`src/rtl/sobel_pkg.sv`:
```
// Shared definitions for the Sobel coordinate path.
//   KTAPS / KIDX_W : 3x3 kernel tap count and tap-index width.
//   tap_dx/tap_dy  : kernel tap index k -> signed neighbour offsets.
//   scan_state_t   : scanner FSM encoding (IDLE/SCAN/DONE).
//   coord_bits     : coordinate width helper, also used by the address generator.
package sobel_pkg;

    localparam int KTAPS  = 9;
    localparam int KIDX_W = 4;

    localparam logic [1:0] ST_IDLE = 2'd0;
    localparam logic [1:0] ST_SCAN = 2'd1;
    localparam logic [1:0] ST_DONE = 2'd2;

    typedef enum logic [1:0] {
        IDLE = ST_IDLE,
        SCAN = ST_SCAN,
        DONE = ST_DONE
    } scan_state_t;

    // Row offset: taps 0..2 sit one row above the centre, 6..8 one row below.
    function automatic logic signed [1:0] tap_dx(input logic [KIDX_W-1:0] k);
        if (k < 4'd3) begin
            return -2'sd1;
        end else if (k < 4'd6) begin
            return 2'sd0;
        end
        return 2'sd1;
    endfunction

    // Column offset: k mod 3, shifted to -1..+1.
    function automatic logic signed [1:0] tap_dy(input logic [KIDX_W-1:0] k);
        case (k)
            4'd0, 4'd3, 4'd6: return -2'sd1;
            4'd1, 4'd4, 4'd7: return 2'sd0;
            default:          return 2'sd1;
        endcase
    endfunction

    function automatic int coord_bits(input int size);
        return $clog2(size);
    endfunction

endpackage

```
`src/rtl/sobel_tap_offset.sv`:
```
// Combinational kernel tap decoder: tap index -> signed (dx, dy) offsets.
//   i_k  : tap index 0..8
//   o_dx : signed row offset    -1..+1
//   o_dy : signed column offset -1..+1
module sobel_tap_offset
    import sobel_pkg::*;
(
    input  logic [KIDX_W-1:0] i_k,
    output logic signed [1:0] o_dx,
    output logic signed [1:0] o_dy
);

    assign o_dx = tap_dx(i_k);
    assign o_dy = tap_dy(i_k);

endmodule

```
`src/rtl/sobel_window_scanner.sv`:
```
// Walks every interior centre pixel of an X_SIZE x Y_SIZE image and emits the
// nine 3x3 neighbour coordinates of each window, one per accepted beat.
//   clk_i, rst_i       : clock, asynchronous active-high reset
//   Start_i            : begin a frame scan (only honoured in IDLE)
//   Ready_i            : downstream accepts the current beat
//   Valid_o            : beat outputs are valid
//   X_o, Y_o, KIdx_o   : neighbour coordinate and kernel tap index
//   WinLast_o          : tap 8 of a window
//   FrameLast_o        : tap 8 of the final window
//   Busy_o             : scan in progress
//   Done_o             : one-cycle pulse after the final beat is accepted
module sobel_window_scanner
    import sobel_pkg::*;
#(
    parameter int X_SIZE = 100,
    parameter int Y_SIZE = 100
) (
    input  logic                      clk_i,
    input  logic                      rst_i,
    input  logic                      Start_i,
    input  logic                      Ready_i,
    output logic                      Valid_o,
    output logic [$clog2(X_SIZE)-1:0] X_o,
    output logic [$clog2(Y_SIZE)-1:0] Y_o,
    output logic [3:0]                KIdx_o,
    output logic                      WinLast_o,
    output logic                      FrameLast_o,
    output logic                      Busy_o,
    output logic                      Done_o
);

    localparam int X_W = coord_bits(X_SIZE);
    localparam int Y_W = coord_bits(Y_SIZE);

    localparam logic [X_W-1:0]    CX_FIRST = X_W'(1);
    localparam logic [X_W-1:0]    CX_LAST  = X_W'(X_SIZE - 2);
    localparam logic [Y_W-1:0]    CY_FIRST = Y_W'(1);
    localparam logic [Y_W-1:0]    CY_LAST  = Y_W'(Y_SIZE - 2);
    localparam logic [KIDX_W-1:0] K_ONE    = KIDX_W'(1);
    localparam logic [KIDX_W-1:0] K_LAST   = KIDX_W'(KTAPS - 1);

    scan_state_t         r_state, w_state_next;
    logic [X_W-1:0]      r_cx, w_cx_next;
    logic [Y_W-1:0]      r_cy, w_cy_next;
    logic [KIDX_W-1:0]   r_k, w_k_next;

    logic                r_valid;
    logic                r_win_last;
    logic                r_frame_last;
    logic                r_done;
    logic [X_W-1:0]      r_x;
    logic [Y_W-1:0]      r_y;

    logic                w_last_centre;
    logic                w_next_scan;
    logic                w_next_win_last;
    logic signed [1:0]   w_dx, w_dy;
    logic [X_W:0]        w_x_sum;
    logic [Y_W:0]        w_y_sum;
    logic                w_unused;

    // Offsets are decoded from the *next* tap so the coordinate outputs can be
    // registered in the same cycle the counters advance.
    sobel_tap_offset u_tap_offset (
        .i_k  (w_k_next),
        .o_dx (w_dx),
        .o_dy (w_dy)
    );

    // One guard bit on the adders; centre +/- 1 always lands inside the image,
    // so the guard bit is never needed in the output.
    assign w_x_sum  = {1'b0, w_cx_next} + {{(X_W-1){w_dx[1]}}, w_dx};
    assign w_y_sum  = {1'b0, w_cy_next} + {{(Y_W-1){w_dy[1]}}, w_dy};
    assign w_unused = w_x_sum[X_W] ^ w_y_sum[Y_W];

    always_comb begin
        w_state_next  = r_state;
        w_cx_next     = r_cx;
        w_cy_next     = r_cy;
        w_k_next      = r_k;
        w_last_centre = (r_cx == CX_LAST) && (r_cy == CY_LAST);

        case (r_state)
            IDLE: begin
                if (Start_i) begin
                    w_state_next = SCAN;
                    w_cx_next    = CX_FIRST;
                    w_cy_next    = CY_FIRST;
                    w_k_next     = '0;
                end
            end
            SCAN: begin
                // Valid is always high in SCAN, so Ready_i alone means a transfer.
                if (Ready_i) begin
                    if (r_k != K_LAST) begin
                        w_k_next = r_k + K_ONE;
                    end else begin
                        w_k_next = '0;
                        if (w_last_centre) begin
                            w_state_next = DONE;
                            w_cx_next    = CX_FIRST;
                            w_cy_next    = CY_FIRST;
                        end else if (r_cy != CY_LAST) begin
                            w_cy_next = r_cy + CY_FIRST;
                        end else begin
                            w_cy_next = CY_FIRST;
                            w_cx_next = r_cx + CX_FIRST;
                        end
                    end
                end
            end
            DONE: begin
                w_state_next = IDLE;
            end
            default: begin
                w_state_next = IDLE;
            end
        endcase
    end

    assign w_next_scan     = (w_state_next == SCAN);
    assign w_next_win_last = w_next_scan && (w_k_next == K_LAST);

    always_ff @(posedge clk_i or posedge rst_i) begin
        if (rst_i) begin
            r_state      <= IDLE;
            r_cx         <= CX_FIRST;
            r_cy         <= CY_FIRST;
            r_k          <= '0;
            r_valid      <= 1'b0;
            r_x          <= '0;
            r_y          <= '0;
            r_win_last   <= 1'b0;
            r_frame_last <= 1'b0;
            r_done       <= 1'b0;
        end else begin
            r_state      <= w_state_next;
            r_cx         <= w_cx_next;
            r_cy         <= w_cy_next;
            r_k          <= w_k_next;
            r_valid      <= w_next_scan;
            r_x          <= w_x_sum[X_W-1:0];
            r_y          <= w_y_sum[Y_W-1:0];
            r_win_last   <= w_next_win_last;
            r_frame_last <= w_next_win_last && (w_cx_next == CX_LAST) && (w_cy_next == CY_LAST);
            r_done       <= (w_state_next == DONE);
        end
    end

    assign Valid_o     = r_valid;
    assign Busy_o      = r_valid;   // SCAN is exactly the window where beats are valid
    assign X_o         = r_x;
    assign Y_o         = r_y;
    assign KIdx_o      = r_k;
    assign WinLast_o   = r_win_last;
    assign FrameLast_o = r_frame_last;
    assign Done_o      = r_done;

endmodule
```
`config.mk`:
```
export PLATFORM = sky130hd
export DESIGN_NAME = sobel_window_scanner
export DESIGN_NICKNAME = d
export VERILOG_FILES = /design/src/rtl/sobel_pkg.sv /design/src/rtl/sobel_tap_offset.sv /design/src/rtl/sobel_window_scanner.sv
export SDC_FILE = /design/constraint.sdc
export NUM_CORES = 1
export LEC_CHECK = 0
export CAP_MARGIN = 20
export CORE_MARGIN = 5
export CORE_UTILIZATION = 50
export CTS_CLUSTER_SIZE = 16
export DETAILED_ROUTE_END_ITERATION = 8
export DONT_BUFFER_PORTS = 1
export PLACE_DENSITY = 0.69
export SYNTH_ARGS = -nofsm -noshare
export SYNTH_HDL_FRONTEND = slang
export SYNTH_HIERARCHICAL = 1
export SYNTH_SLANG_ARGS = --single-unit
```
`constraint.sdc`:
```
create_clock -name clk_i -period 10.7 [get_ports clk_i]
set_clock_uncertainty 0.2 [all_clocks]
set_input_delay 2.14 -clock clk_i [delete_from_list [all_inputs] [get_ports clk_i]]
set_output_delay 2.14 -clock clk_i [all_outputs]
set_load 0.02 [all_outputs]
```
==> Word level (Yosys, flattened, before mapping) <==
Index checks and enable logic that the tools add are counted.
{ "totals": {"reg_bits": 38, "latchBits": 0, "mem_bits_rw": 0, "mem_bits_ro": 0, "in_bits": 4, "out_inout_bits": 23, "elab_cells": 67, "n_memories": 0} }
{ "classes": {"n_addsub": 5, "n_mul": 0, "div_mod_pow": 0, "order_cmp": 2, "eq_ne": 15, "shifts": 0, "muxes": 27, "bitwise": 0, "reduce_logical": 8} }
{ "ops": {"columns": ["operator", "count"], "rows": [
  ["7-bit 2-to-1 mux", 10],
  ["7-bit == test, second input constant", 4],
  ["7-bit case mux with 2 select lines", 2],
  ["7-bit by 1-bit adder with 7-bit output, second input constant", 2],
  ["7-bit adder", 2],
  ["2-bit 2-to-1 mux", 7],
  ["4-bit by 3-bit == test with 1-bit output, second input constant", 3],
  ["4-bit 2-to-1 mux", 3],
  ["2-bit case mux with 2 select lines", 2],
  ["4-bit case mux with 2 select lines", 1],
  ["7-bit != test, second input constant", 1],
  ["3-bit OR reduction", 2],
  ["4-bit by 1-bit adder with 4-bit output, second input constant", 1],
  ["2-bit by 1-bit == test with 1-bit output, second input constant", 2],
  ["4-bit by 1-bit == test with 1-bit output, second input constant", 1],
  ["4-bit by 2-bit == test with 1-bit output, second input constant", 1],
  ["4-bit == test, second input constant", 1],
  ["1-bit logical AND", 4],
  ["4-bit logical NOT", 1],
  ["4-bit by 2-bit < comparator with 1-bit output, second input constant", 1],
  ["4-bit by 3-bit < comparator with 1-bit output, second input constant", 1],
  ["4-bit != test, second input constant", 1],
  ["2-bit == test, second input constant", 1],
  ["2-bit logical NOT", 1],
  ["1-bit 2-to-1 mux", 2]
]} }

==> Logic depth before layout (Yosys ltp) <==
Gate-level depths: netlist (run 1).
{ "depth": {"ltp_word": 10, "depth_mapped": 15, "mapped_depth_nobuf": 15} }

==> Cells and area by module <==
Netlist (run 1), hierarchy kept.
{ "by_module_without_submodules": {"columns": ["mod", "n_inst", "cells_each", "area_per_inst_um2"], "rows": [
  ["sobel_window_scanner", 1, 223, 2269.7],
  ["sobel_tap_offset", 1, 9, 66.3]
]} }

==> Worst setup path before layout (run 1) <==
No wires, ideal clock.
{ "synth_path": {"kind": "input-to-reg", "from": "input Start_i", "to": "register r_x[6] (netlist: X_o[6])", "setup_ns": 0.081, "arrival_ns": 5.193, "required_ns": 10.419, "path_slack_ns": 5.226, "stages": 12, "path_cell_list": "or3b_1 -> clkbuf_1 -> and3_1 -> a311o_1 -> a211oi_1 -> ha_1 -> a21o_1 -> a21oi_1 -> o21bai_1 -> a21oi_1 -> xor2_1 -> xnor2_1"} }
{ "synth_via": {"elab_chain_len": 7, "word_cells_on_any_way": 11, "cone_classes": "1 x add/sub; 2 x order compare; 8 x mux"} }
{ "synth_lines": {"columns": ["element", "line_no", "text"], "rows": [
  ["start, declared", "sobel_window_scanner.sv:20", "input logic Start_i,"],
  ["4-bit 2-to-1 mux *", "sobel_window_scanner.sv:85", "if (Start_i) begin"],
  ["4-bit case mux with 2 select lines *", "sobel_window_scanner.sv:83", "case (r_state)"],
  ["via w_k_next[2]", "sobel_window_scanner.sv:45", "logic [KIDX_W-1:0] r_k, w_k_next;"],
  ["4-bit by 3-bit < comparator with 1-bit output", "sobel_pkg.sv:25", "end else if (k < 4'd6) begin"],
  ["1-bit 2-to-1 mux", "sobel_pkg.sv:25", null],
  ["1-bit 2-to-1 mux", "sobel_pkg.sv:23", "if (k < 4'd3) begin"],
  ["2-bit 2-to-1 mux *", "sobel_pkg.sv:28", "return 2'sd1;"],
  ["via w_dx[1]", "sobel_window_scanner.sv:57", "logic signed [1:0] w_dx, w_dy;"],
  ["7-bit adder *", "sobel_window_scanner.sv:72", "assign w_x_sum = {1'b0, w_cx_next} + {{(X_W-1){w_dx[1]}}, w_dx};"],
  ["via w_x_sum[6]", "sobel_window_scanner.sv:58", "logic [X_W:0] w_x_sum;"],
  ["end signal, assigned", "sobel_window_scanner.sv:142", "r_x <= w_x_sum[X_W-1:0];"],
  ["end, declared", "sobel_window_scanner.sv:51", "logic [X_W-1:0] r_x;"]
]} }
Mark *: on every way through the listed nets, which the timed path passes. The rest lies on a longest branch.

==> Worst setup path in the final report (run 1) <==
Same ends and word-level chain as after synthesis.

==> run metrics, run 1 <==
outcome=finished clean; clock buffer depth=2; Worst-Margin Slew=1.11 ns; Final Hold Fails=0; r2r startpoint=r_state[0]$_DFF_PP0_; Syn Nets=approximately 260; CTS Hold Bufs=0; synthesis-to-layout area growth=5.36%; PortBufs=0; Hold Crit Depth=1; setup violators final=0; max incr delay on CP=between 0.9 and 1 ns; CTS tree=built; Die ar.=approximately 6100 um^2; CP max stage cell=a211oi_1; total global routing overflow=0; initial antenna violation count=0; Post-Syn Area=roughly 2300 um^2; WS Path Type=input port to register; Die Height=roughly 78 um; sum of negative setup slack=0 ns; Post-synth top flop=dfrtp_1; routed length per instance=around 17 um; worst-path cell chain=or3b_1, and3_1, a311o_1, a211oi_1, ha_1, a21o_1, a21oi_1, o21bai_1, a21oi_1, xor2_1, xnor2_1; Clock Latency Late Sink=~0.3 ns; most used cell, CP=a21oi_1; worst min-delay path endpoint=r_cx[5]$_DFF_PP0_; initial DRC count=between 100 and 150; period utilization=51.9%; fin. max-slew vios=0; Hold Crit Start=r_cx[5]$_DFF_PP0_; Total Wirelength=just under 5000 um; PostCTS Resize Cnt=0; Area after DPL=~2400 um^2; Worst EP arrival=5.57 ns; number of synthesized flops with an enable pin=0; DIE WIDTH=78.4 um; Lkg Pwr=about 1.1 nW; number of global-route vias before repair=1710; Clock Pin Slew Worst Setup and Hold Paths=~0.07 ns; pwr/cell area=around 250 nW/um^2; VDD IR max=roughly 0.19 mV; DRC errors left=0; f_max=~180 MHz; Hold/Removal Path Class=register to register; share of layout cells above drive strength 1=9.36%; post-DP HPWL=about 3500 um; FF-to-FF End=X_o[6]$_DFF_PP0_; First-pass DRT Iterations=4; worst-path fanout max=9; first-pass GRT wire length=a little over 8000 um; CTS Buf Count=5; type of element launching the critical path=input port; worst r2r path cells=11; Vias/cell=6.17; Rows=24; fin nets=between 200 and 300; Mapped Cells=between 200 and 250; Reg2Reg Setup Slack=6.45 ns; gr usage total=around 17%; min Tclk post-route=5.55 ns; Mapped Avg Cell Area=10.1 um^2; crit end category=register; RSZ-0062 raised after global routing=no; Post-synth ARST share=100%; postcts setup bufs=0; Data required, critical path=10.72 ns; CTS root buf=clkbuf_8; design area=between 2000 and 2500 um^2; post-route ant nets=0; Initial Util=between 50% and 60%; CTS H-Tree Depth=2; antenna diode instance count=0; count of different cell masters after synthesis=58; worst slack, placed=around 5 ns; Fillers=410; CTS sink cnt=38; Vias=1772; Seq/Total Area, Yosys=40.8%; Max-Cap Viols=0; Yosys warnings=6; routability cong.=between 0.8 and 0.9; Ports=27; fin worst setup slack=5.15 ns; synthesized flop and latch total=38; core area=about 4400 um^2; largest net degree at the start of global routing=39; Rel. slew slack=25.3%
## worst max path at each step
stage	startpoint	to	slack (ns)	depth (start not counted)
after floorplan	Start_i	X_o[6]$_DFF_PP0_	5.23	12
after global placement	Start_i	X_o[6]$_DFF_PP0_	4.92	11
after detailed placement	Start_i	X_o[6]$_DFF_PP0_	4.88	11
after CTS	Start_i	X_o[6]$_DFF_PP0_	5.17	11
after global routing	Start_i	X_o[6]$_DFF_PP0_	4.98	11
final	Start_i	X_o[6]$_DFF_PP0_	5.15	11
## critical path: cells and delay by family
kind / cells / cell delay (ns)
AO/OA/AOI/OAI: 6 / 1.96
XOR/XNOR: 2 / 0.32
adder cells (fa/ha/maj): 1 / 0.41
AND/OR/NAND/NOR: 2 / 0.74
## kinds of logic after synthesis
| kind of cell | after synthesis | share of synthesized area (%) |
|---|---|---|
| buf+inv | 17 | 3.59 |
| compound gates | 61 | 17.6 |
| xor+xnor | 13 | 4.87 |
| simple gates | 80 | 20.5 |
| fa+ha+maj | 20 | 11.4 |
| flops | 38 | 40.8 |
| mux | 3 | 1.29 |
## synth_stat cells, types with 2 or more instances
library cell	n	area (um^2)
a211oi_1	2	15.0
a21o_1	6	45.0
a21oi_1	17	85.1
and2b_2	2	17.5
and3_1	4	25.0
buf_6	2	22.5
clkbuf_1	3	11.3
dfrtp_1	36	901
dfstp_2	2	52.6
fa_1	2	40.0
ha_1	18	225
inv_1	10	37.5
mux2i_1	3	30.0
nand2_1	18	67.6
nand2b_1	4	25.0
nand3_1	8	40.0
nand3b_1	2	15.0
nand4_1	2	12.5
nand4b_1	4	35.0
nor2_1	15	56.3
nor3_1	4	20.0
nor4_2	2	25.0
nor4b_1	2	17.5
o211ai_1	3	22.5
o21ai_0	9	45.0
o21bai_1	4	30.0
o22ai_1	4	25.0
o31ai_1	2	15.0
or3_1	2	12.5
xnor2_1	8	70.1
xor2_1	5	43.8
## cell type report
cell class / count / area, um^2 / area share, %
clock inverter: 1 / 5.00 / 0.203
timing repair buffer: 2 / 15.0 / 0.610
clock buffer: 7 / 86.3 / 3.51
inverter: 10 / 37.5 / 1.53
multi-input combinational: 177 / 1300 / 52.8
tap: 52 / 65.1 / 2.64
sequential: 38 / 953 / 38.7
## sequential cells by signal, indices dropped and copies added, names as in the netlist
signal and flops:
X_o 7, Y_o 7, r_cx 7, r_cy 7, KIdx_o 4, r_state 2
Busy_o 1, Done_o 1, FrameLast_o 1, WinLast_o 1
## per-stage QoR
step | cells | power (mW) | hold WS, ns | util, %
6_report | 287 | 0.616 | 0.385 | 55.4
3_5_place_dp | 279 | 0.516 | 0.375 | 53.3
4_1_cts | 287 | 0.622 | 0.385 | 55.4
3_3_place_gp | 279 | 0.513 | 0.378 | 53.3
5_1_grt | 287 | 0.666 | 0.430 | 55.4
2_1_floorplan | 232 | 0.463 | 0.313 | -
## layout by cell type (no fill, tap or decap), types with 2 or more instances in the layout
master / synthesis / layout
clkbuf_8: 0 / 6
o211ai_1: 3 / 3
xnor2_1: 8 / 8
nand2b_1: 4 / 4
nor3_1: 4 / 4
inv_1: 10 / 10
a21o_1: 6 / 6
xor2_1: 5 / 5
a21oi_1: 17 / 17
buf_4: 1 / 2
and2b_2: 2 / 2
fa_1: 2 / 2
dfrtp_1: 36 / 36
nand2_1: 18 / 18
mux2i_1: 3 / 3
nor2_1: 15 / 15
o21bai_1: 4 / 4
a211oi_1: 2 / 2
nor4b_1: 2 / 2
o31ai_1: 2 / 2
nand4_1: 2 / 2
nand3b_1: 2 / 2
o22ai_1: 4 / 4
nand3_1: 8 / 8
dfstp_2: 2 / 2
o21ai_0: 9 / 9
ha_1: 18 / 18
nand4b_1: 4 / 4
and3_1: 4 / 4
nor4_2: 2 / 2
or3_1: 2 / 2
## layer usage
metal	track usage [%]	vias up	wire, um
li1	-	861	-
met1	23.1	856	2280
met2	25.5	46	2200
met3	5.95	9	327
met4	6.47	0	89
met5	0	-	0
## power breakdown
part	internal (mW)	switching, mW	leakage, nW
registers	0.188	0.0737	0.473
logic	0.111	0.139	0.570
clock network	0.0520	0.0521	0.0482
total	0.351	0.265	1.09
Note: power is estimated with default switching activity, not from simulation.
==> run 2, diff against run 1 <==
Settings changed: PLACE_DENSITY 0.69 to 0.72.
Clock period 10.7 ns to 5 ns, I/O delays scaled along.
==> run 2 against run 1 <==
  * Non-clock buffer count up 2
  * Sequential power up 110%
  * Routed wire length down 1.8%
  * Final cell count up 0.70%
  * Clock power up 140%
  * First-iteration DRC count up 40%
  * Combinational power up 120%
  * Power up 120%
  * Final area up 1.4%
  * Register-to-register slack worse by 5.4 ns
  * Critical path depth up 2
  * Global-route usage down 0.073 points
  * Highest routed layer unchanged
==> run metrics, run 2 (synthesis gave the netlist of run 1 again) <==
total global routing overflow=0 (unchanged); Lkg Pwr=1.11 nW (+1.8%); Vias/cell=6.07 (-1.6%); outcome=finished clean; FF-to-FF End=Y_o[6]$_DFF_PP0_; period utilization=between 80% and 90%; worst r2r path cells=15 (+4); CTS Hold Bufs=0 (unchanged); Die ar.=6140 um^2 (unchanged); Net Sw Power=0.567 mW (+110%); antenna diode instance count=0 (unchanged); sequential power share=41.1% (-1.5 points); crit end category=register; Worst EP arrival=4.09 ns (-1.48 ns); postcts setup bufs=0 (unchanged); routed length per instance=16.7 um (-2.4%); CTS tree=built; Area after DPL=2380 um^2 (+0.63%); Clock Pin Slew Worst Setup and Hold Paths=0.07 ns (about the same); share of layout cells above drive strength 1=10.5% (+1.2 points); core area=4440 um^2 (unchanged); initial antenna violation count=0 (unchanged); sum of negative setup slack=0 ns (unchanged); worst min-delay path endpoint=r_cy[0]$_DFF_PP1_; first-pass GRT wire length=8310 um (+0.75%); fin nets=260 (+0.78%); Hold Crit Start=r_cy[0]$_DFF_PP1_; r2r startpoint=KIdx_o[0]$_DFF_PP0_; synthesis-to-layout area growth=6.80%; WS Path Type=input port to register; DIE WIDTH=78.4 um (unchanged); type of element launching the critical path=input port; RSZ-0062 raised after global routing=no; pwr/cell area=547 nW/um^2 (+120%); Pint=0.798 mW (+130%); clock buffer depth=2 (unchanged); f_max=about 250 MHz; CTS root buf=clkbuf_8; PortBufs=0 (unchanged); post-DP HPWL=3550 um (+2.4%); post-route ant nets=0 (unchanged); Pwr Total=1.36 mW (+120%); Worst-Margin Slew=0.665 ns (-0.449 ns); Comb pwr share=41.0% (+0.5 points); Clock Latency Late Sink=0.29 ns (about the same); First-pass DRT Iterations=4 (unchanged); PostCTS Resize Cnt=0 (unchanged); CTS Buf Count=5 (unchanged); number of global-route vias before repair=1715 (+0.29%); Reg2Reg Setup Slack=1.03 ns (-5.42 ns); Fillers=394 (-3.9%); Final Hold Fails=0 (unchanged); Max-Cap Viols=0 (unchanged); worst slack, placed=0.604 ns (-4.27 ns); DRC errors left=0 (unchanged); Vias=1755 (-0.96%); CTS sink cnt=38 (unchanged); Rows=24 (unchanged); most frequent cells in the layout=36 x dfrtp_1, 18 x nand2_1, 18 x ha_1, 17 x a21oi_1, 15 x nor2_1; Rel. slew slack=55.3% (+30 points); most common cell after layout, fill and taps aside=dfrtp_1; largest net degree at the start of global routing=39 (unchanged); worst-path fanout max=9 (unchanged); fin worst setup slack=0.921 ns (-4.23 ns); Initial Util=52.6% (unchanged); Hold Crit Depth=2 (+1); gr usage total=17.1% (-0.073 points); initial DRC count=169 (+40%); min Tclk post-route=~4 ns; Ports=27 (unchanged); fin. max-slew vios=0 (unchanged); Die Height=78.4 um (unchanged); VDD IR max=0.378 mV (+100%); Hold/Removal Path Class=register to register; Total Wirelength=4810 um (-1.8%); switching part of the total=41.5% (-1.5 points); Data required, critical path=5.01 ns (-5.71 ns); Clock power frac=17.9% (+1.0 points); routability cong.=0.864 (-1.8%); CTS H-Tree Depth=2 (unchanged); design area=2490 um^2 (+1.4%); setup violators final=0 (unchanged)
run 2: critical path, cell delays in order:
cell,delay [ns]
or3b_1,0.47
and3_1,0.24
a311o_1,0.36
nand3b_1,0.21
a21o_1,0.21
ha_1,0.23
fa_1,0.40
a21o_1,0.18
a21oi_1,0.22
o21bai_1,0.09
a21oi_1,0.17
xor2_1,0.19
xnor2_1,0.14
run 2: worst max-delay path by stage:
stage | start | endpoint | slack (ns) | depth (start not counted)
4_1_cts | Start_i | X_o[6]$_DFF_PP0_ | 0.90 | 13
2_1_floorplan | Start_i | X_o[6]$_DFF_PP0_ | 0.67 | 12
6_report | Start_i | X_o[6]$_DFF_PP0_ | 0.92 | 13
5_1_grt | Start_i | X_o[6]$_DFF_PP0_ | 0.67 | 13
3_5_place_dp | Start_i | X_o[6]$_DFF_PP0_ | 0.60 | 13
3_3_place_gp | Start_i | X_o[6]$_DFF_PP0_ | 0.71 | 13
run 2: layout make-up:
cell class	count	area, um^2	share of cell area [%]
Tap cell	52	65.1	2.61
Clock buffer	8	110	4.41
Multi-Input combinational cell	177	1300	52.1
Timing Repair Buffer	4	30.0	1.20
Inverter	10	37.5	1.50
Sequential cell	38	953	38.2
run 2: metrics by stage:
| step | util, % | hold WS, ns | std cells |
|---|---|---|---|
| CTS | 56.1 | 0.388 | 289 |
| global placement | 53.7 | 0.379 | 281 |
| finish | 56.1 | 0.393 | 289 |
| detailed placement | 53.7 | 0.379 | 281 |
| global route | 56.1 | 0.404 | 289 |
| floorplan | - | 0.313 | 232 |
run 2: power groups by stage:
stage	clock (mW)	sequential, mW	combinational, mW
finish	0.245	0.560	0.559
global route	0.267	0.574	0.643
CTS	0.251	0.565	0.568
detailed placement	0	0.568	0.569
global placement	0	0.570	0.551
floorplan	0	0.541	0.451
run 2: metal layers:
metal	up-vias	share of wire, %	GRT usage, %
li1	861	-	-
met1	836	47	23.5
met2	51	45	25.8
met3	7	6.3	5.49
met4	0	1.4	5.24
met5	-	0	0
==> RTL edit 1, RTL diff (flow settings as in run 2) <==
Change the parameter `X_SIZE` from 100 to 200.
--- a/src/rtl/sobel_window_scanner.sv
+++ b/src/rtl/sobel_window_scanner.sv
@@ -12,7 +12,7 @@
 module sobel_window_scanner
     import sobel_pkg::*;
 #(
-    parameter int X_SIZE = 100,
+    parameter int X_SIZE = 200,
     parameter int Y_SIZE = 100
 ) (
     input  logic                      clk_i,
Interface: changed (resized X_o); port bits go from 27 to 28. The function was not compared with the original's and may differ.
==> RTL edit 1 against run 2 <==
- design area rose by 6.3%
- utilization fell by 0.74 points
- power rose by 9.0%
- wire length rose by 10%
- worst setup slack got worse by 140 ps
- sequential share of layout area fell by 0.37 points
- synthesized cell count rose by 3.4%
- sequential cell count rose by 2
- register-to-register slack got worse by 250 ps
- fmax fell by 3.3%
- count of clock-buffer cells in the layout fell by 1
- cell count rose by 8.3%
- global-route usage rose by 1.5 points
- synthesized area rose by 6.3%
==> RTL edit 1: results (changes against run 2) <==
* Number of H-tree levels at 2 (unchanged)
* Fillcell total at 428 (was 394)
* Port Buf Inserts at 0 (unchanged)
* Crit path max fanout at 7 (was 9)
* Max incr delay on CP at 510 ps (was 470 ps)
* Syn Nets at 265 (was 256)
* # DRC at 0 (unchanged)
* Synth unique cells at 65 (was 58)
* Synth top area cells: dfrtp_1 38%, ha_1 9.6%, xnor2_1 3.9% (was dfrtp_1 39%, ha_1 9.6%, a21oi_1 3.6%)
* R2R cell count at 15 (unchanged)
* TritonCTS buffer count at 5 (unchanged)
* Placed cell areas at 0.00256 mm² (was 0.00238 mm²)
* First-pass DRT Iterations at 4 (unchanged)
* Warnings, synthesis at 6 (unchanged)
* Final HPWL DP at 3.92 mm (was 3.55 mm)
* Overall power at 1.49 mW (was 1.36 mW)
* Wire per inst at 16.9 µm (was 16.7 µm)
* Global-route wire length before repair at 9.20 mm (was 8.31 mm)
* Vias in the first global route at 1842 (was 1715)
* Crit Path Class: flip-flop to flip-flop (was input port to flip-flop)
* Leak Pwr at 1.18 nW (was 1.11 nW)
* Hold/Removal Path Class: flip-flop to flip-flop (unchanged)
* Most instantiated cells after synthesis: 38 x dfrtp_1, 19 x ha_1, 14 x nand2_1 (was 36 x dfrtp_1, 18 x ha_1, 18 x nand2_1)
* Worst-path clk slew at 80 ps
* Seq/Total Area, Yosys at 40.4% (was 40.8%)
* Outcome: completed (unchanged)
* Setup Buffers After CTS at 0 (unchanged)
* Peak supply drop at 0.348 mV (was 0.378 mV)
* Worst-Skew Late Latency at 290 ps (about the same)
* Pin count of the biggest net entering global routing at 41 (was 39)
* Routability cong. at 0.851 (was 0.864)
* Most used flip-flop cell after synthesis: dfrtp_1 (unchanged)
* Post-synthesis async set-or-reset flop share at 100% (unchanged)
* Crit path DAT at 4240 ps (was 4090 ps)
* # hold bufs at CTS at 0 (unchanged)
* Drt via density at 5.97 (was 6.07)
* Post_cts resized at 0 (unchanged)
* Max stage delay cell, worst path: dfrtp_1 (was or3b_1)
* Violation count after the first detailed-route iteration at 164 (was 169)
* Reg-to-reg slack, setup at 780 ps (was 1030 ps)
* Post-synth EDFFs at 0 (unchanged)
* Reg-to-reg endpoint: Y_o[6]$_DFF_PP0_ (unchanged)
* Slew margin rel. at 54.1% (was 55.3%)
* Total global-route track usage at 18.6% (was 17.1%)
* Layout cells sized above 1 at 8.94% (was 10.5%)
* Initial antenna violation count at 0 (unchanged)
* Maximum clock insertion buffer count at 2 (unchanged)
* Inserted Diodes at 0 (unchanged)
==> RTL edit 1: cell types whose count changed after synthesis, sizes merged, moves of 3 or more <==
cell    change
and2        +6
nand2       -4
nor2        -4
nor2b       +3
xnor2       +3
o311ai      +3
a21oi       -6
nand4       +3
==> RTL edit 1: how the worst min path moves through the flow <==
stage / from / end / slack [ps] / depth (start not counted)
after detailed placement: r_cy[6]$_DFF_PP0_ / r_cy[6]$_DFF_PP0_ / 370 / 1
after global routing: r_cy[6]$_DFF_PP0_ / r_cy[6]$_DFF_PP0_ / 410 / 1
after global placement: r_cy[6]$_DFF_PP0_ / r_cy[6]$_DFF_PP0_ / 360 / 1
after floorplan: r_cy[6]$_DFF_PP0_ / r_cy[6]$_DFF_PP0_ / 310 / 1
after CTS: r_cy[6]$_DFF_PP0_ / r_cy[6]$_DFF_PP0_ / 380 / 1
final: r_cy[6]$_DFF_PP0_ / r_cy[6]$_DFF_PP0_ / 380 / 1
==> RTL edit 1: where the power goes <==
| group | total (mW) | switching (mW) | leakage (nW) | internal [mW] |
|---|---|---|---|---|
| clock network | 0.226 | 0.113 | 0.0445 | 0.112 |
| logic | 0.666 | 0.356 | 0.634 | 0.310 |
| registers | 0.596 | 0.167 | 0.499 | 0.429 |
==> RTL edit 1: cell type report <==
class,instances,area share (%)
tap,67,3.16
timing repair buffer,4,1.13
clock inverter,1,0.283
sequential,40,37.8
multi-input combinational,183,52.8
clock buffer,7,3.26
inverter,11,1.56
==> RTL edit 1: per-stage QoR <==
step / util, % / cells / hold slack [ps] / setup slack (ps)
2_1_floorplan: - / 240 / 312 / 714
3_3_place_gp: 53.4 / 305 / 360 / 765
3_5_place_dp: 53.4 / 305 / 369 / 640
4_1_cts: 55.4 / 313 / 380 / 772
5_1_grt: 55.4 / 313 / 410 / 522
6_report: 55.4 / 313 / 382 / 783
==> RTL edit 1: logic make-up (layout without fill, tap and decap cells) <==
group / after synthesis / count (layout) / synth area share (%)
multiplexers: 1 / 1 / 0.403
flip-flops: 40 / 40 / 40.4
adder cells (fa/ha/maj): 21 / 21 / 11.2
XOR/XNOR: 17 / 17 / 6.00
AO/OA/AOI/OAI: 61 / 61 / 17.8
buffers and inverters: 17 / 23 / 3.23
AND/OR/NAND/NOR: 83 / 83 / 21.0
==> RTL edit 1: critical path, delay by kind of cell (launching register included) <==
kind / cells / cell delay [ps]
xor gates and xnor gates: 2 / 320
AOI/OAI and AO/OA: 5 / 890
adders and majority gates: 3 / 830
and+or+nand+nor: 4 / 1280
DFF: 1 / 510
buffers and inverters: 1 / 130
==> RTL edit 1: routing by layer <==
metal	routed length (µm)	global-route usage, %
met3	298	4.04
met1	2390	25.0
met5	0	0
met4	40	7.60
met2	2570	28.9
==> RTL edit 2, RTL diff (settings of run 2) <==
Without the edit above. Make the reset (`rst_i`) synchronous in one clocked block. Comments in the files are not updated.
--- a/src/rtl/sobel_window_scanner.sv
+++ b/src/rtl/sobel_window_scanner.sv
@@ -121,7 +121,7 @@
     assign w_next_scan     = (w_state_next == SCAN);
     assign w_next_win_last = w_next_scan && (w_k_next == K_LAST);
 
-    always_ff @(posedge clk_i or posedge rst_i) begin
+    always_ff @(posedge clk_i) begin
         if (rst_i) begin
             r_state      <= IDLE;
             r_cx         <= CX_FIRST;
Check against the original RTL: differs if rst_i is asserted again (counterexample within 4 cycles, from zero or initial values and one cycle with rst_i high); with rst_i held inactive, the same outputs for 10 cycles.
==> RTL edit 2 against run 2 <==
- highest routed layer unchanged
- synthesized cell count up 22%
- sequential share of layout area fell by 8.7 points
- sequential cell count unchanged
- critical endpoint is now X_o[6]$_SDFF_PP0_
- synthesized area rose by 2.4%
- die area up 2.1%
- wire length rose by 9.2%
- design area grew 3.3%
- worst setup slack better by 100 ps
Power is not compared: it rests on default switching activity, and its combinational part moved more than twofold at a synthesized area within 25%.
==> RTL edit 2: results (changes against run 2) <==
* Crit path max fanout at 7 (was 9)
* Global-route wire length before repair at 9.03 mm (was 8.31 mm)
* Slew @ Worst Pin at 579 ps (was 665 ps)
* Hold/Removal Path Class: flip-flop to flip-flop (unchanged)
* Post_cts resized at 0 (unchanged)
* Leak Pwr at approximately 1.1 nW
* XOR/XNOR share of the synthesized area at 4.76% (was 4.87%)
* Seq/Total Area, Yosys at 31.8% (was 40.8%)
* First-pass DRT Iterations at 4 (unchanged)
* Synth unique cells at 62 (was 58)
* Drt via density at 5.96 (was 6.07)
* Clk network pwr share at around 45%
* Multiplexer share of the synthesized area at 1.31% (was 1.29%)
* Max stage delay cell, worst path: dfxtp_1 (was or3b_1)
* Number of H-tree levels at 2 (unchanged)
* Most used flip-flop cell after synthesis: dfxtp_1 (was dfrtp_1)
* Inserted Diodes at 0 (unchanged)
* Worst-path clk slew at 70 ps (about the same)
* Crit path DAT at 3960 ps (was 4090 ps)
* TritonCTS buffer count at 5 (unchanged)
* Peak supply drop at between 0.15 and 0.2 mV
* Fillcell total at 459 (was 394)
* Seq group at 0.331 mW
* # hold bufs at CTS at 0 (unchanged)
* Crit path max-delay family: compound AO/OA/AOI/OAI gates (unchanged)
* Total global-route track usage at 17.9% (was 17.1%)
* Wire per inst at 15.5 µm (was 16.7 µm)
* Violation count after the first detailed-route iteration at 96 (was 169)
* Warnings, synthesis at 6 (unchanged)
* Vias in the first global route at 1960 (was 1715)
* Final HPWL DP at 3.98 mm (was 3.55 mm)
* Switching pwr at 0.158 mW
* Initial antenna violation count at 0 (unchanged)
* Port Buf Inserts at 0 (unchanged)
* Most instantiated cells after synthesis: 40 x nor2_1, 38 x dfxtp_1, 18 x ha_1 (was 36 x dfrtp_1, 18 x ha_1, 18 x nand2_1)
* Max incr delay on CP at 560 ps (was 470 ps)
* Pin count of the biggest net entering global routing at 31 (was 39)
* Synth top area cells: dfxtp_1 32%, ha_1 9.4%, nor2_1 6.3% (was dfrtp_1 39%, ha_1 9.6%, a21oi_1 3.6%)
* Post-synthesis async set-or-reset flop share at 0% (was 100%)
* Layout cells sized above 1 at 9.79% (was 10.5%)
* Routability cong. at 0.920 (was 0.864)
* Worst-Skew Late Latency at 290 ps (about the same)
* Maximum clock insertion buffer count at 2 (unchanged)
* Setup Buffers After CTS at 0 (unchanged)
* Outcome: completed (unchanged)
* Post-synthesis compound-gate area fraction at 17.9% (was 17.6%)
* Synthesized-area fraction occupied by adder cells at 11.1% (was 11.4%)
* Root Driver: clkbuf_8 (unchanged)
* Nets at 309 (was 260)
==> RTL edit 2: cell count changes after synthesis, sizes merged, moves of 4 or more <==
cell,change
nand2,-4
inv,+7
nor2,+25
a311oi,+4
dfrtp,-36
dfxtp,+38
nor2b,+6
o21ai,-5
nor3,+9
==> RTL edit 2: layout make-up <==
class                      instances  area (µm²)  area share, %
tap                               54        67.6           2.62
inverter                          17        63.8           2.48
clock inverter                     2        60.1           2.33
timing repair buffer               3        22.5          0.874
multi-input combinational        220        1520           59.0
clock buffer                       6        82.6           3.21
sequential                        38         761           29.5
==> RTL edit 2: tightest hold or removal path: stages (launching register included) <==
cell and delay [ps]:
dfxtp_1 380, o21ai_0 110, a21oi_1 60
==> RTL edit 2: worst paths after layout <==
kind                                           start                  to  slack [ps]  cells after the start
worst min register to register    r_cy[6]$_SDFF_PP0_  r_cy[6]$_SDFF_PP0_         400                      2
worst min-delay path              r_cy[6]$_SDFF_PP0_  r_cy[6]$_SDFF_PP0_         400                      2
worst max register to register  KIdx_o[0]$_SDFF_PP0_   X_o[6]$_SDFF_PP0_        1020                     15
worst max-delay path            KIdx_o[0]$_SDFF_PP0_   X_o[6]$_SDFF_PP0_        1020                     15
==> RTL edit 2: stage by stage <==
step / cell area, µm² / power, mW / cells / hold WS (ps) / worst slack (ps)
floorplan: 2390 / 0.388 / 284 / 326 / 636
global placement: 2430 / 0.397 / 332 / 382 / 894
detailed placement: 2430 / 0.398 / 332 / 387 / 863
CTS: 2580 / 0.717 / 340 / 403 / 1090
global route: 2580 / 0.743 / 340 / 448 / 682
finish: 2580 / 0.710 / 340 / 401 / 1020
==> RTL edit 2: per-layer routing <==
metal | track usage [%] | wire length [µm]
met1 | 23.1 | 2410
met2 | 29.3 | 2420
met3 | 4.31 | 332
met4 | 6.01 | 105
met5 | 0 | 0
